<file path="src/rtl/pin_align_pkg.sv">
// pin_align_pkg -- shared types and helpers for the pin alignment controller.
// Holds the FSM state encoding, the phase index type and the circular
// phase-distance helper used by the lock monitor.
package pin_align_pkg;

  localparam int PHASES = 8;

  typedef logic [2:0] phase_t;

  typedef enum logic [1:0] {
    ST_IDLE    = 2'd0,
    ST_ACQUIRE = 2'd1,
    ST_LOCKED  = 2'd2
  } state_t;

  // Shortest distance between two phases on the 8-position ring (0..4).
  function automatic phase_t circ_dist(input phase_t a, input phase_t b);
    phase_t diff_s;
    diff_s = a - b;
    if (diff_s > 3'd4) begin
      return 3'd0 - diff_s;
    end else begin
      return diff_s;
    end
  endfunction

endpackage

</file>
<file path="src/rtl/pin_align_ctrl_hist.sv">
// phase_hist -- 8-bin transition histogram with strobe counter and argmax.
// The argmax sees the bin values including the strobe being accepted this
// cycle, so the window result is available in the same cycle as the
// completing strobe; bins and counter clear on that cycle or on clr.
module phase_hist
  import pin_align_pkg::*;
#(
  parameter int WINDOW = 16
) (
  input  logic                     clk300,
  input  logic                     rst_n,
  input  logic                     clr,
  input  logic                     inc,
  input  phase_t                   ptime,
  output logic                     done,
  output phase_t                   max_phase,
  output logic [$clog2(WINDOW):0]  max_val
);

  localparam int CW = $clog2(WINDOW);
  localparam int BW = CW + 1;

  logic [BW-1:0] bin_r     [PHASES];
  logic [BW-1:0] bin_nxt_s [PHASES];
  logic [CW-1:0] cnt_r;

  // Bin values after accepting the current strobe.
  always_comb begin
    for (int i = 0; i < PHASES; i++) begin
      if (inc && (ptime == 3'(i))) begin
        bin_nxt_s[i] = bin_r[i] + BW'(1);
      end else begin
        bin_nxt_s[i] = bin_r[i];
      end
    end
  end

  // Largest bin; strict compare keeps the lowest index on ties.
  always_comb begin
    max_phase = 3'd0;
    max_val   = bin_nxt_s[0];
    for (int i = 1; i < PHASES; i++) begin
      if (bin_nxt_s[i] > max_val) begin
        max_phase = 3'(i);
        max_val   = bin_nxt_s[i];
      end else begin
        max_phase = max_phase;
        max_val   = max_val;
      end
    end
  end

  assign done = inc && (cnt_r == CW'(WINDOW - 1));

  // Histogram and strobe counter storage.
  always_ff @(posedge clk300 or negedge rst_n) begin
    if (!rst_n) begin
      cnt_r <= '0;
      for (int i = 0; i < PHASES; i++) bin_r[i] <= '0;
    end else if (clr || done) begin
      cnt_r <= '0;
      for (int i = 0; i < PHASES; i++) bin_r[i] <= '0;
    end else if (inc) begin
      cnt_r <= cnt_r + CW'(1);
      for (int i = 0; i < PHASES; i++) bin_r[i] <= bin_nxt_s[i];
    end
  end

endmodule

</file>
<file path="src/rtl/pin_align_ctrl.sv">
// pin_align_ctrl -- eye-centre phase selection from captured transitions.
// ACQUIRE collects a histogram of transition phases; a dominant phase
// locks the sampling point half a UI away. LOCKED monitors new strobes and
// drops back to ACQUIRE after LOSS_LIMIT consecutive far-off strobes.
// Optional build macro PIN_ALIGN_TRACK_EN adds slow edge tracking while
// locked (8 consecutive one-step deviations on the same side move the edge).
module pin_align_ctrl
  import pin_align_pkg::*;
#(
  parameter int WINDOW     = 16,
  parameter int LOCK_TOL   = 1,
  parameter int LOSS_LIMIT = 4
) (
  input  logic       clk300,
  input  logic       rst_n,
  input  logic       enable,
  input  logic       str,
  input  logic [2:0] ptime,
  output logic [2:0] sel_phase,
  output logic       locked,
  output logic       lol,
  output logic [7:0] fail_cnt
);

  localparam int     BW  = $clog2(WINDOW) + 1;
  localparam int     MW  = $clog2(LOSS_LIMIT + 1);
  localparam phase_t TOL = phase_t'(LOCK_TOL);

  state_t        state_r, state_nxt_s;
  logic          str_acq_s, str_lock_s, hist_clr_s;
  logic          win_done_s, win_ok_s;
  phase_t        hist_phase_s;
  logic [BW-1:0] hist_max_s;
  phase_t        dist_s;
  logic          hit_s, loss_s;
  phase_t        edge_r, edge_nxt_s;
  logic [MW-1:0] miss_r, miss_nxt_s;
  phase_t        sel_r, sel_nxt_s;
  logic          locked_r, locked_nxt_s;
  logic          lol_r, lol_nxt_s;
  logic [7:0]    fail_r, fail_nxt_s;
`ifdef PIN_ALIGN_TRACK_EN
  logic [2:0]    run_cnt_r, run_cnt_nxt_s;
  logic          run_up_r, run_up_nxt_s;
  logic          up_s;
`endif

  // Disable dominates any coincident strobe.
  assign str_acq_s  = enable && str && (state_r == ST_ACQUIRE);
  assign str_lock_s = enable && str && (state_r == ST_LOCKED);
  assign hist_clr_s = (state_r != ST_ACQUIRE) || !enable;

  phase_hist #(.WINDOW(WINDOW)) u_hist (
    .clk300    (clk300),
    .rst_n     (rst_n),
    .clr       (hist_clr_s),
    .inc       (str_acq_s),
    .ptime     (ptime),
    .done      (win_done_s),
    .max_phase (hist_phase_s),
    .max_val   (hist_max_s)
  );

  assign win_ok_s = hist_max_s >= BW'(WINDOW / 2);
  assign dist_s   = circ_dist(ptime, edge_r);
  assign hit_s    = dist_s <= TOL;
  assign loss_s   = !hit_s && (miss_r == MW'(LOSS_LIMIT - 1));
`ifdef PIN_ALIGN_TRACK_EN
  assign up_s     = (ptime == (edge_r + 3'd1));
`endif

  // FSM state register.
  always_ff @(posedge clk300 or negedge rst_n) begin
    if (!rst_n) begin
      state_r <= ST_IDLE;
    end else begin
      state_r <= state_nxt_s;
    end
  end

  // FSM next-state logic.
  always_comb begin
    state_nxt_s = state_r;
    if (!enable) begin
      state_nxt_s = ST_IDLE;
    end else begin
      case (state_r)
        ST_IDLE:    state_nxt_s = ST_ACQUIRE;
        ST_ACQUIRE: begin
          if (win_done_s && win_ok_s) state_nxt_s = ST_LOCKED;
          else                        state_nxt_s = ST_ACQUIRE;
        end
        ST_LOCKED: begin
          if (str_lock_s && loss_s) state_nxt_s = ST_ACQUIRE;
          else                      state_nxt_s = ST_LOCKED;
        end
        default:    state_nxt_s = ST_IDLE;
      endcase
    end
  end

  // Output and lock-monitor next values.
  always_comb begin
    edge_nxt_s   = edge_r;
    miss_nxt_s   = miss_r;
    sel_nxt_s    = sel_r;
    fail_nxt_s   = fail_r;
    lol_nxt_s    = 1'b0;
    locked_nxt_s = (state_nxt_s == ST_LOCKED);
`ifdef PIN_ALIGN_TRACK_EN
    run_cnt_nxt_s = 3'd0;
    run_up_nxt_s  = run_up_r;
`endif
    case (state_r)
      ST_IDLE: begin
        miss_nxt_s = '0;
      end
      ST_ACQUIRE: begin
        miss_nxt_s = '0;
        if (win_done_s && win_ok_s) begin
          edge_nxt_s = hist_phase_s;
          sel_nxt_s  = hist_phase_s + 3'd4;
        end else if (win_done_s && (fail_r != 8'hFF)) begin
          fail_nxt_s = fail_r + 8'd1;
        end else begin
          fail_nxt_s = fail_r;
        end
      end
      ST_LOCKED: begin
        // Sampling point trails the edge by one cycle when tracking moves it.
        sel_nxt_s = edge_r + 3'd4;
        if (str_lock_s && hit_s) begin
          miss_nxt_s = '0;
        end else if (str_lock_s && loss_s) begin
          miss_nxt_s = '0;
          lol_nxt_s  = 1'b1;
        end else if (str_lock_s) begin
          miss_nxt_s = miss_r + MW'(1);
        end else begin
          miss_nxt_s = miss_r;
        end
`ifdef PIN_ALIGN_TRACK_EN
        run_cnt_nxt_s = run_cnt_r;
        if (str_lock_s && (dist_s == 3'd1)) begin
          if ((run_cnt_r != 3'd0) && (up_s == run_up_r)) begin
            if (run_cnt_r == 3'd7) begin
              edge_nxt_s    = up_s ? (edge_r + 3'd1) : (edge_r - 3'd1);
              run_cnt_nxt_s = 3'd0;
            end else begin
              run_cnt_nxt_s = run_cnt_r + 3'd1;
            end
          end else begin
            run_cnt_nxt_s = 3'd1;
            run_up_nxt_s  = up_s;
          end
        end else if (str_lock_s) begin
          run_cnt_nxt_s = 3'd0;
        end else begin
          run_cnt_nxt_s = run_cnt_r;
        end
`endif
      end
      default: begin
        miss_nxt_s = '0;
      end
    endcase
  end

  // Registered outputs and lock-monitor state.
  always_ff @(posedge clk300 or negedge rst_n) begin
    if (!rst_n) begin
      edge_r   <= 3'd0;
      miss_r   <= '0;
      sel_r    <= 3'd4;
      locked_r <= 1'b0;
      lol_r    <= 1'b0;
      fail_r   <= 8'd0;
`ifdef PIN_ALIGN_TRACK_EN
      run_cnt_r <= 3'd0;
      run_up_r  <= 1'b0;
`endif
    end else begin
      edge_r   <= edge_nxt_s;
      miss_r   <= miss_nxt_s;
      sel_r    <= sel_nxt_s;
      locked_r <= locked_nxt_s;
      lol_r    <= lol_nxt_s;
      fail_r   <= fail_nxt_s;
`ifdef PIN_ALIGN_TRACK_EN
      run_cnt_r <= run_cnt_nxt_s;
      run_up_r  <= run_up_nxt_s;
`endif
    end
  end

  assign sel_phase = sel_r;
  assign locked    = locked_r;
  assign lol       = lol_r;
  assign fail_cnt  = fail_r;

endmodule
</file>
<file path="config.mk">
export PLATFORM = sky130hd
export DESIGN_NAME = pin_align_ctrl
export DESIGN_NICKNAME = d
export VERILOG_FILES = /design/src/rtl/pin_align_pkg.sv /design/src/rtl/pin_align_ctrl_hist.sv /design/src/rtl/pin_align_ctrl.sv
export SDC_FILE = /design/constraint.sdc
export NUM_CORES = 1
export LEC_CHECK = 0
export BUFFER_PORTS_ARGS = -buffer_cell sky130_fd_sc_hd__buf_2
export CORE_MARGIN = 2
export CORE_UTILIZATION = 40
export CTS_CLUSTER_DIAMETER = 150
export DETAILED_ROUTE_END_ITERATION = 8
export GPL_ROUTABILITY_DRIVEN = 0
export PLACE_DENSITY = 0.57
export SYNTH_ARGS = -nofsm -noshare
export SYNTH_HDL_FRONTEND = slang
export SYNTH_SLANG_ARGS = --single-unit
</file>
<file path="constraint.sdc">
create_clock -name clk300 -period 24.1 [get_ports clk300]
set_input_delay 4.82 -clock clk300 [delete_from_list [all_inputs] [get_ports clk300]]
set_output_delay 4.82 -clock clk300 [all_outputs]
set_load 0.01 [all_outputs]
</file>
==> out/qor.csv, run 1 <==
stage,metric,value,unit
timing,skew,0.0123,ns
critical_path,r2r_slack,11.48,ns
clock_tree,cts_buffers,9,
layout,diodes,0,
synthesis,synth-simple-area-share,21.5,%
outcome,status,completed,
min_path,min_from,fail_cnt[5],
timing,rsz0062_at_grt,no,
synthesis,yosysTopAreaCell,dfrtp_1,
drt,vias,3992,
synthesis,synth_seq_cells,65,
drt,vias_per_cell,5.54,
synthesis,synth_xor_xnor_area_share,7.26,%
timing,worst_slew_pin_slew,0.874,ns
synthesis,seq_area_frac_synth,33.0,%
synthesis,postSynthAreaPerCell,8.89,um2
synthesis,yosys_warnings,0,
critical_path,ff2ff_path_depth,48,
critical_path,critPathBufInv,2,
power_and_ir_drop,power_per_cell_area,50.2,nW/um2
clock_tree,cts-root-buf,clkbuf_16,
clock_tree,clk_pin_slew,0.06,ns
critical_path,worstSetupEndpointType,flip-flop,
timing,setup_viol,0,
critical_path,critPathTopFamily,compound AO/OA/AOI/OAI gates,
drt,route.detailed.drc,0,
clock_tree,ctsHoldBuffers,0,
drt,routedWlPerCell,15.6,um
floorplanning,io_pins,20,
synthesis,synthMuxAreaShare,6.12,%
global_routing,antenna_found_initial,0,
min_path,holdPathStages,1,
layout,utilization,45.5,%
synthesis,synthArstFlopShare,100,%
global_routing,grt_max_degree,66,
critical_path,worst-endpoint-required,24.32,ns
global_routing,grt.total_usage,18.3,%
critical_path,cp_common_cell,ha_1,
power_and_ir_drop,peakVddDrop,28.7,uV
power_and_ir_drop,finalPower,0.275,mW
synthesis,synth_ff_type,dfrtp_1,
clock_tree,clock-sinks,65,
floorplanning,rows,40,
clock_tree,cts_resized,0,
synthesis,yosysUniqueCellTypes,60,
synthesis,synthAdderAreaFrac,12.8,%
drt,routed_wirelength,11300,um
floorplanning,chipWidth,115,um
clock_tree,htreeDepth,3,
synthesis,synth-edff-count,0,
layout,nets,626,
clock_tree,postCtsSetupBuffers,0,
global_routing,grt_pass1_wl,19100,um
drt,postRouteAntennaNets,0,
placement,dp.cells,705,
floorplanning,dieArea,13200,um2
critical_path,max_stage_delay,0.49,ns
floorplanning,initial_core_util,41.0,%
timing,finalSetupTns,0,ns
timing,relSlewSlack,41.7,%
critical_path,arrival,16.98,ns
synthesis,yosys.area.top_type_share,32.5,%
clock_tree,clk_latency,0.34,ns
synthesis,syn_nets,611,
layout,fillers,1156,
drt,drt-initial-drc-count,325,
synthesis,syn_inst,554,
critical_path,timing.rr.end,fail_cnt[1],
placement,dp_hpwl,8180,um
critical_path,crit_fanout,12,
critical_path,crit_type,in -> reg,
job,maxCapViolations,0,
layout,final_layout_size_suffix_gt1_share,12.9,%
clock_tree,cts_tree,done,
critical_path,critPathSlowestCell,and4b_1,
power_and_ir_drop,total_leakage_power,2.64,nW
critical_path,r2r-start,state_r[1],
synthesis,synth_area,4930,um2
synthesis,synth_compound_area_share,15.0,%
timing,period_share,69.5,%
drt,drtPass1Iterations,4,
global_routing,grt_pass1_vias,3873,
timing,finalHoldViolCount,0,
global_routing,grt.overflow.total,0,
synthesis,synth_top_family_by_area,simple AND/OR/NAND/NOR gates,
min_path,hold_path_class,reg -> reg,
timing,final.min_clock_period,16.76,ns
floorplanning,core,12000,um2
layout,stdcell_count,721,
min_path,hold_end,fail_cnt[5],
floorplanning,dieHeight,115,um
timing,slew_viol_final,0,
critical_path,start_kind,input pin,
timing,max_freq,59.7,MHz
synthesis,synth_area_leaders,"dfrtp_1 (33%), ha_1 (12%), nand2_1 (4.5%)",
clock_tree,cts_buffer_depth,2,
placement,io_buffers,19,
layout,syn2layout_area_growth,11.0,%
[cell families (layout without fill, tap and decap cells)]
logic type,after synthesis,count (layout)
flops,65,65
simple gates,206,206
xor+xnor,40,40
fa+ha+maj,50,50
buf+inv,52,72
mux,28,28
compound gates,113,113
[synthesized netlist by cell type (11+ instances only)]
master    number
xnor2_1       20
inv_1         34
o21ai_0       44
nand2_1       59
xor2_1        19
a22o_1        11
ha_1          49
mux2_2        17
a21oi_1       19
nor2_1        38
mux2i_1       11
and3_1        12
nand4_1       11
dfrtp_1       64
clkbuf_1      13
nand3_1       29
[how the worst max path moves through the flow]
stage,start,end,slack (ns),depth (start not counted)
after floorplan,ptime[2],sel_phase[2],8.23,52
after global placement,enable,fail_cnt[1],7.42,48
after detailed placement,enable,fail_cnt[1],7.17,49
after CTS,enable,fail_cnt[1],7.45,49
after global routing,enable,fail_cnt[1],6.53,49
final,enable,fail_cnt[1],7.34,49
[registers in the layout, indices dropped and copies added, names as in the netlist]
name / flops
edge_r: 3
fail_cnt: 8
locked: 1
lol: 1
miss_r: 3
sel_phase: 3
state_r: 2
u_hist.bin_r: 40
u_hist.cnt_r: 4
[where the power goes]
group	switching, mW	internal [mW]	leakage [nW]
Clock	0.0518	0.0830	0.145
Combinational	0.0197	0.0103	1.61
Sequential	0.000352	0.109	0.885
[layer usage]
layer | wire (um) | GRT usage [%]
met5 | 0 | 0
met4 | 274 | 7.87
met3 | 355 | 3.48
met2 | 5140 | 28.3
met1 | 5510 | 25.0
[cells in the final DEF, fill, tap and decap left out, types with 6 or more instances in the layout]
cell type | synthesis | routed
and3_1 | 12 | 12
a21oi_1 | 19 | 19
mux2_2 | 17 | 17
nor2_1 | 38 | 38
inv_1 | 34 | 34
dfrtp_1 | 64 | 64
xnor2_1 | 20 | 20
clkbuf_16 | 0 | 9
a22o_1 | 11 | 11
mux2i_1 | 11 | 11
or2_2 | 6 | 6
nor2b_1 | 8 | 8
xor2_1 | 19 | 19
nand3_1 | 29 | 29
buf_2 | 2 | 19
o21ai_0 | 44 | 44
nor3_1 | 9 | 9
o21a_1 | 9 | 9
ha_1 | 49 | 49
nand4_1 | 11 | 11
nand2_1 | 59 | 59
[area by class of cell]
class | instances | area [um2] | share of cell area [%]
clock buffers | 10 | 239 | 4.37
multi-input cells | 437 | 3110 | 56.8
repair buffers | 22 | 118 | 2.15
inverters | 34 | 128 | 2.33
well taps | 147 | 184 | 3.36
clock inverters | 6 | 67.6 | 1.24
flip-flops and latches | 65 | 1630 | 29.8
[through the flow]
step                      setup slack (ns)  hold slack, ns  area, um2
after floorplan                       8.23           0.469       4930
final                                 7.34           0.491       5470
after detailed placement              7.17           0.493       5160
after CTS                             7.45           0.502       5470
after global routing                  6.53           0.528       5470
after global placement                7.42           0.473       5160
(Power assumes the default switching activity.)
==> run 2, diff against run 1 <==
Settings changed: ABC_AREA set to 1, PLACE_DENSITY 0.57 to 0.59.
Clock period 24.1 ns to 13.7 ns, I/O delays scaled along.
==> run 2 against run 1 <==
Compared with the run above:
- sequential share of layout area decreased by 0.19 points
- clock-buffer cell count decreased by 1
- largest power group is now combinational cells
- routed wire length decreased by 8.4%
- final cell count increased by 13%
- non-clock buffer count unchanged
- sequential power increased by 75%
- utilization increased by 0.29 points
- highest routed layer unchanged
==> out/qor.csv, run 2 <==
stage,metric,value,unit,change
layout,layout_common_cells,"nand2_1 (137), inv_1 (91), nor2_1 (72)",,
power_and_ir_drop,seqPwrFrac,21.9,%,-18 points
power_and_ir_drop,p_comb_share,51.9,%,+41 points
critical_path,max_stage_delay,0.45,ns,-0.04 ns
timing,worst_slew_pin_slew,0.826,ns,-0.0489 ns
synthesis,syn_inst,639,,+15%
power_and_ir_drop,clkPwrFrac,26.2,%,-23 points
layout,utilization,45.8,%,+0.29 points
timing,fin_ws,1.12,ns,-6.22 ns
drt,postRouteAntennaNets,0,,unchanged
layout,final_layout_size_suffix_gt1_share,13.6,%,+0.71 points
floorplanning,dieArea,13200,um2,about the same
layout,syn2layout_area_growth,11.6,%,
floorplanning,chipWidth,115,um,about the same
timing,setup_viol,0,,unchanged
layout,final_common_cell,nand2_1,,
layout,regMostFlops,u_hist.bin_r,,
layout,largest_reg_flops,40,,unchanged
clock_tree,ctsHoldBuffers,0,,unchanged
job,maxCapViolations,0,,unchanged
synthesis,synth_seq_cells,65,,unchanged
clock_tree,cts_tree,done,,
power_and_ir_drop,p_switching,0.382,mW,+430%
synthesis,seq_area_frac_synth,33.0,%,about the same
placement,dp_slack,0.382,ns,-6.79 ns
power_and_ir_drop,switching_share,43.2,%,+17 points
global_routing,antenna_found_initial,0,,unchanged
drt,routedWlPerCell,12.7,um,-19%
synthesis,synth-simple-area-share,29.9,%,+8.4 points
synthesis,synth_area,4930,um2,about the same
power_and_ir_drop,cellInternalPower,0.501,mW,+150%
critical_path,critPathSlowestCell,a2111oi_2,,
global_routing,grt_pass1_vias,3821,,-1.3%
min_path,hold_path_class,reg -> reg,,
critical_path,worstSetupEndpointType,flip-flop,,
clock_tree,postCtsSetupBuffers,0,,unchanged
critical_path,cp_common_cell,nand2_1,,
global_routing,grt_pass1_wl,17700,um,-7.1%
clock_tree,cts-root-buf,clkbuf_16,,
floorplanning,io_pins,20,,unchanged
power_and_ir_drop,power_per_cell_area,160,nW/um2,+220%
synthesis,synth_xor_xnor_area_share,6.75,%,-0.51 points
critical_path,crit_fanout,17,,+5
synthesis,syn_nets,696,,+14%
clock_tree,clk_latency,0.34,ns,about the same
floorplanning,dieHeight,115,um,about the same
timing,slew_viol_final,0,,unchanged
synthesis,synth-edff-count,0,,unchanged
drt,routed_wirelength,10300,um,-8.4%
clock_tree,cts_buffers,9,,unchanged
synthesis,synth_common_cells,"nand2_1 (140), inv_1 (91), nor2_1 (72), dfrtp_1 (64), ha_1 (49)",,
timing,finalHoldViolCount,0,,unchanged
synthesis,synth_most_common_cell,nand2_1,,
layout,diodes,0,,unchanged
synthesis,synth_top_family_by_area,simple AND/OR/NAND/NOR gates,,
timing,max_freq,79.5,MHz,
clock_tree,cts_buffer_depth,2,,unchanged
synthesis,yosys.area.top_type_share,32.5,%,about the same
critical_path,crit_type,in -> reg,,
drt,drtPass1Iterations,4,,unchanged
placement,dp_hpwl,7820,um,-4.5%
synthesis,yosysUniqueCellTypes,49,,-18%
drt,vias_per_cell,4.96,,-10%
synthesis,synthAdderAreaFrac,12.8,%,about the same
floorplanning,core,12000,um2,unchanged
drt,route.detailed.drc,0,,unchanged
synthesis,yosysTopAreaCell,dfrtp_1,,
drt,vias,4044,,+1.3%
synthesis,synth_ff_type,dfrtp_1,,
global_routing,grt_max_degree,66,,unchanged
power_and_ir_drop,total_leakage_power,2.83,nW,+7.2%
synthesis,yosys_warnings,0,,unchanged
timing,period_share,91.8,%,
clock_tree,clock-sinks,65,,unchanged
global_routing,grt.total_usage,16.9,%,-1.4 points
placement,io_buffers,19,,unchanged
critical_path,worst-endpoint-required,13.94,ns,-10.38 ns
clock_tree,clk_pin_slew,0.06,ns,about the same
synthesis,synthMuxAreaShare,0.203,%,-5.9 points
synthesis,synth_compound_area_share,8.35,%,-6.6 points
synthesis,postSynthAreaPerCell,7.71,um2,-13%
outcome,status,completed,,
power_and_ir_drop,peakVddDrop,96.8,uV,+240%
timing,final.min_clock_period,12.58,ns,
timing,skew,0.00648,ns,-0.00579 ns
floorplanning,rows,40,,unchanged
floorplanning,initial_core_util,41.0,%,about the same
synthesis,synth_area_leaders,"dfrtp_1 (32%), ha_1 (12%), nand2_1 (11%)",,
layout,nets,721,,+15%
drt,drt-initial-drc-count,268,,-18%
synthesis,synthArstFlopShare,100,%,unchanged
clock_tree,htreeDepth,3,,unchanged
critical_path,arrival,12.81,ns,-4.17 ns
timing,relSlewSlack,45.0,%,+3.3 points
global_routing,grt.overflow.total,0,,unchanged
critical_path,start_kind,input pin,,
clock_tree,cts_resized,0,,unchanged
run 2: final timing paths:
path | end | depth (start not counted) | slack (ns) | from
worst max-delay path | sel_phase[1] | 66 | 1.12 | enable
worst min-delay path | u_hist.cnt_r[3] | 1 | 0.47 | u_hist.cnt_r[3]
worst max register to register | sel_phase[1] | 66 | 3.17 | state_r[1]
worst min register to register | u_hist.cnt_r[3] | 1 | 0.47 | u_hist.cnt_r[3]
max in group asynchronous | edge_r[2] | 2 | 10.58 | rst_n
min in group asynchronous | u_hist.bin_r[39] | 2 | 2.59 | rst_n
run 2: logic make-up (layout without fill, tap and decap cells):
logic type	Yosys count	in the layout
DFF	65	65
AOI/OAI and AO/OA	68	68
muxes	1	1
adders and majority gates	50	50
and+or+nand+nor	310	310
buffers and inverters	107	137
xor gates and xnor gates	38	38
run 2: power groups by stage:
stage               clock network (mW)  registers, mW  logic [mW]
floorplan                            0          0.196       0.362
global placement                     0          0.196       0.429
detailed placement                   0          0.196       0.445
CTS                              0.235          0.193       0.448
global route                     0.243          0.193       0.523
finish                           0.231          0.193       0.458
run 2: area by class of cell:
type,instances,area (um2)
Clock buffer,9,225
Inverter,99,388
Timing Repair Buffer,22,118
Sequential cell,65,1630
Fill cell,1164,6510
Clock inverter,7,71.3
Multi-Input combinational cell,467,2890
Tap cell,147,184
run 2: per-layer routing:
| layer | vias to the layer above | part of all wire [%] | track usage [%] |
|---|---|---|---|
| met5 | - | 0 | 0 |
| met4 | 0 | 1.8 | 6.75 |
| met3 | 13 | 3.1 | 2.74 |
| met2 | 61 | 45 | 26.2 |
| met1 | 1862 | 50 | 23.6 |
| li1 | 2108 | - | - |
run 2: per-stage QoR:
stage	hold WS [ns]	power [mW]	cells	area [um2]	TNS [ns]
6_report	0.472	0.883	816	5500	0
5_1_grt	0.486	0.959	816	5500	-0.0145
4_1_cts	0.474	0.876	816	5480	0
3_5_place_dp	0.468	0.641	800	5180	0
3_3_place_gp	0.454	0.625	800	5180	0
2_1_floorplan	0.433	0.558	639	4930	0
run 2: critical path, delay by kind of cell:
kind,cells,cell delay (ns)
buffers and inverters,10,1.08
adder cells (fa/ha/maj),7,2.00
XOR/XNOR,1,0.19
AND/OR/NAND/NOR,33,4.29
AO/OA/AOI/OAI,15,2.48
==> run 3, diff against run 2 <==
Settings changed: ABC_AREA 1 to not set.
==> run 3 against run 2 <==
Compared with the run above:
- first-iteration DRC count is 41% lower
- non-clock buffer count is 22 higher
- clock skew is 0.0024 ns higher
- critical path type unchanged
- highest routed layer unchanged
==> out/qor.csv, run 3 (same netlist as run 1, synthesis figures left out) <==
stage,metric,value,unit,change
clock_tree,clock-sinks,65,,unchanged
layout,utilization,47.7,%,+1.9 points
floorplanning,initial_core_util,41.0,%,about the same
power_and_ir_drop,clkPwrFrac,46.3,%,+20 points
power_and_ir_drop,power_per_cell_area,84.3,nW/um2,-47%
global_routing,grt.overflow.total,0,,unchanged
timing,skew,0.00884,ns,+0.00236 ns
placement,io_buffers,19,,unchanged
critical_path,cp_common_cell,ha_1,,
drt,vias,4074,,+0.74%
critical_path,ff2ff_path_depth,51,,-23%
layout,final_layout_size_suffix_gt1_share,19.5,%,+5.9 points
timing,period_share,95.9,%,+4.1 points
global_routing,grt_pass1_wl,19300,um,+8.9%
critical_path,worstSetupEndpointType,flip-flop,,
power_and_ir_drop,seqPwrFrac,40.0,%,+18 points
clock_tree,cts_tree,done,,
min_path,hold_path_class,reg -> reg,,
layout,diodes,0,,unchanged
global_routing,grt.total_usage,18.6,%,+1.7 points
power_and_ir_drop,total_leakage_power,2.75,nW,-2.9%
critical_path,start_kind,input pin,,
clock_tree,cts_buffers,9,,unchanged
clock_tree,clk_pin_slew,0.06,ns,about the same
critical_path,critPathBufInv,4,,-6
critical_path,crit_fanout,6,,-11
placement,dp_hpwl,8370,um,+7.0%
global_routing,grt_max_degree,66,,unchanged
power_and_ir_drop,p_comb_share,13.7,%,-38 points
power_and_ir_drop,p_switching,0.130,mW,-66%
layout,syn2layout_area_growth,16.3,%,
drt,postRouteAntennaNets,0,,unchanged
global_routing,grt_pass1_vias,4013,,+5.0%
floorplanning,dieHeight,115,um,about the same
floorplanning,dieArea,13200,um2,about the same
drt,vias_per_cell,5.48,,+11%
critical_path,worst-endpoint-required,13.93,ns,about the same
clock_tree,cts_buffer_depth,2,,unchanged
layout,regMostFlops,u_hist.bin_r,,
layout,largest_reg_flops,40,,unchanged
timing,final.min_clock_period,13.14,ns,+0.559 ns
power_and_ir_drop,cellInternalPower,0.353,mW,-30%
layout,final_common_cell,dfrtp_1,,
clock_tree,cts-root-buf,clkbuf_16,,
power_and_ir_drop,switching_share,27.0,%,-16 points
timing,worst_slew_pin_slew,0.855,ns,+0.0298 ns
drt,routed_wirelength,11700,um,+13%
timing,relSlewSlack,43.0,%,-2.0 points
critical_path,cp.depth,52,,-21%
timing,fin_hold_ws,0.500,ns,+0.0276 ns
power_and_ir_drop,peakVddDrop,43.5,uV,-55%
floorplanning,chipWidth,115,um,about the same
clock_tree,htreeDepth,3,,unchanged
drt,routedWlPerCell,15.8,um,+25%
drt,drt-initial-drc-count,157,,-41%
layout,nets,648,,-10%
critical_path,critPathSlowestCell,or3_4,,
critical_path,critPathTopFamily,compound AO/OA/AOI/OAI gates,,
outcome,status,completed,,
drt,drtPass1Iterations,5,,+1
critical_path,max_stage_delay,0.40,ns,-0.05 ns
min_path,min_from,fail_cnt[5],,
clock_tree,clk_latency,0.35,ns,about the same
floorplanning,core,12000,um2,unchanged
layout,layout_common_cells,"dfrtp_1 (64), nand2_1 (59), ha_1 (49)",,
critical_path,arrival,13.37,ns,+0.56 ns
floorplanning,rows,40,,unchanged
min_path,holdPathStages,1,,unchanged
critical_path,crit_type,in -> reg,,
critical_path,worstSetupStartpoint,ptime[1],,
power_and_ir_drop,finalPower,0.483,mW,-45%
job,maxCapViolations,0,,unchanged
global_routing,antenna_found_initial,0,,unchanged
drt,route.detailed.drc,0,,unchanged
timing,finalHoldViolCount,0,,unchanged
timing,slew_viol_final,0,,unchanged
timing,max_freq,76.1,MHz,-4.3%
timing,setup_viol,0,,unchanged
critical_path,r2r-start,state_r[1],,
floorplanning,io_pins,20,,unchanged
## run 3: final timing paths
path	end	slack, ns
worst max-delay path	fail_cnt[1]	0.56
worst min-delay path	fail_cnt[5]	0.50
min in group asynchronous	u_hist.bin_r[12]	2.58
worst min register to register	fail_cnt[5]	0.50
worst max register to register	fail_cnt[1]	2.60
max in group asynchronous	u_hist.bin_r[9]	10.55
## run 3: power groups by stage
| stage | Sequential [mW] | Clock (mW) | Combinational (mW) |
|---|---|---|---|
| floorplan | 0.197 | 0 | 0.0372 |
| global placement | 0.197 | 0 | 0.0546 |
| detailed placement | 0.197 | 0 | 0.0557 |
| CTS | 0.193 | 0.229 | 0.0560 |
| global route | 0.193 | 0.236 | 0.0729 |
| finish | 0.193 | 0.224 | 0.0660 |
## run 3: metrics by stage
step           setup TNS (ns)  setup slack, ns  area (um2)  std cells
2_1_floorplan               0           0.0403        4930        554
3_3_place_gp                0            0.143        5270        719
3_5_place_dp            -1.42           -0.217        5270        719
4_1_cts                     0            0.101        5560        735
5_1_grt                -0.223          -0.0979        5730        743
6_report                    0            0.564        5730        743
## run 3: what timing repair did
| item | CTS | global route |
|---|---|---|
| hold buffers | 0 | 0 |
| buffers inserted | 0 | 7 |
| hold endpoints to repair | 0 | 0 |
| setup endpoints to repair | 0 | 17 |
| gates resized for setup | 0 | 28 |
## run 3: layer usage
metal | GRT usage [%] | vias to the layer above | share of wire (%)
li1 | - | 2045 | -
met1 | 23.9 | 1964 | 47
met2 | 29.9 | 50 | 48
met3 | 3.06 | 15 | 3.4
met4 | 10.4 | 0 | 2.3
met5 | 0 | - | 0
## run 3: final cells by class
cell class	instances	area, um2
inverter	34	128
timing repair buffer	44	287
sequential	65	1630
fill	1143	6280
clock inverter	4	28.8
multi-input combinational	437	3220
tap	147	184
clock buffer	12	256
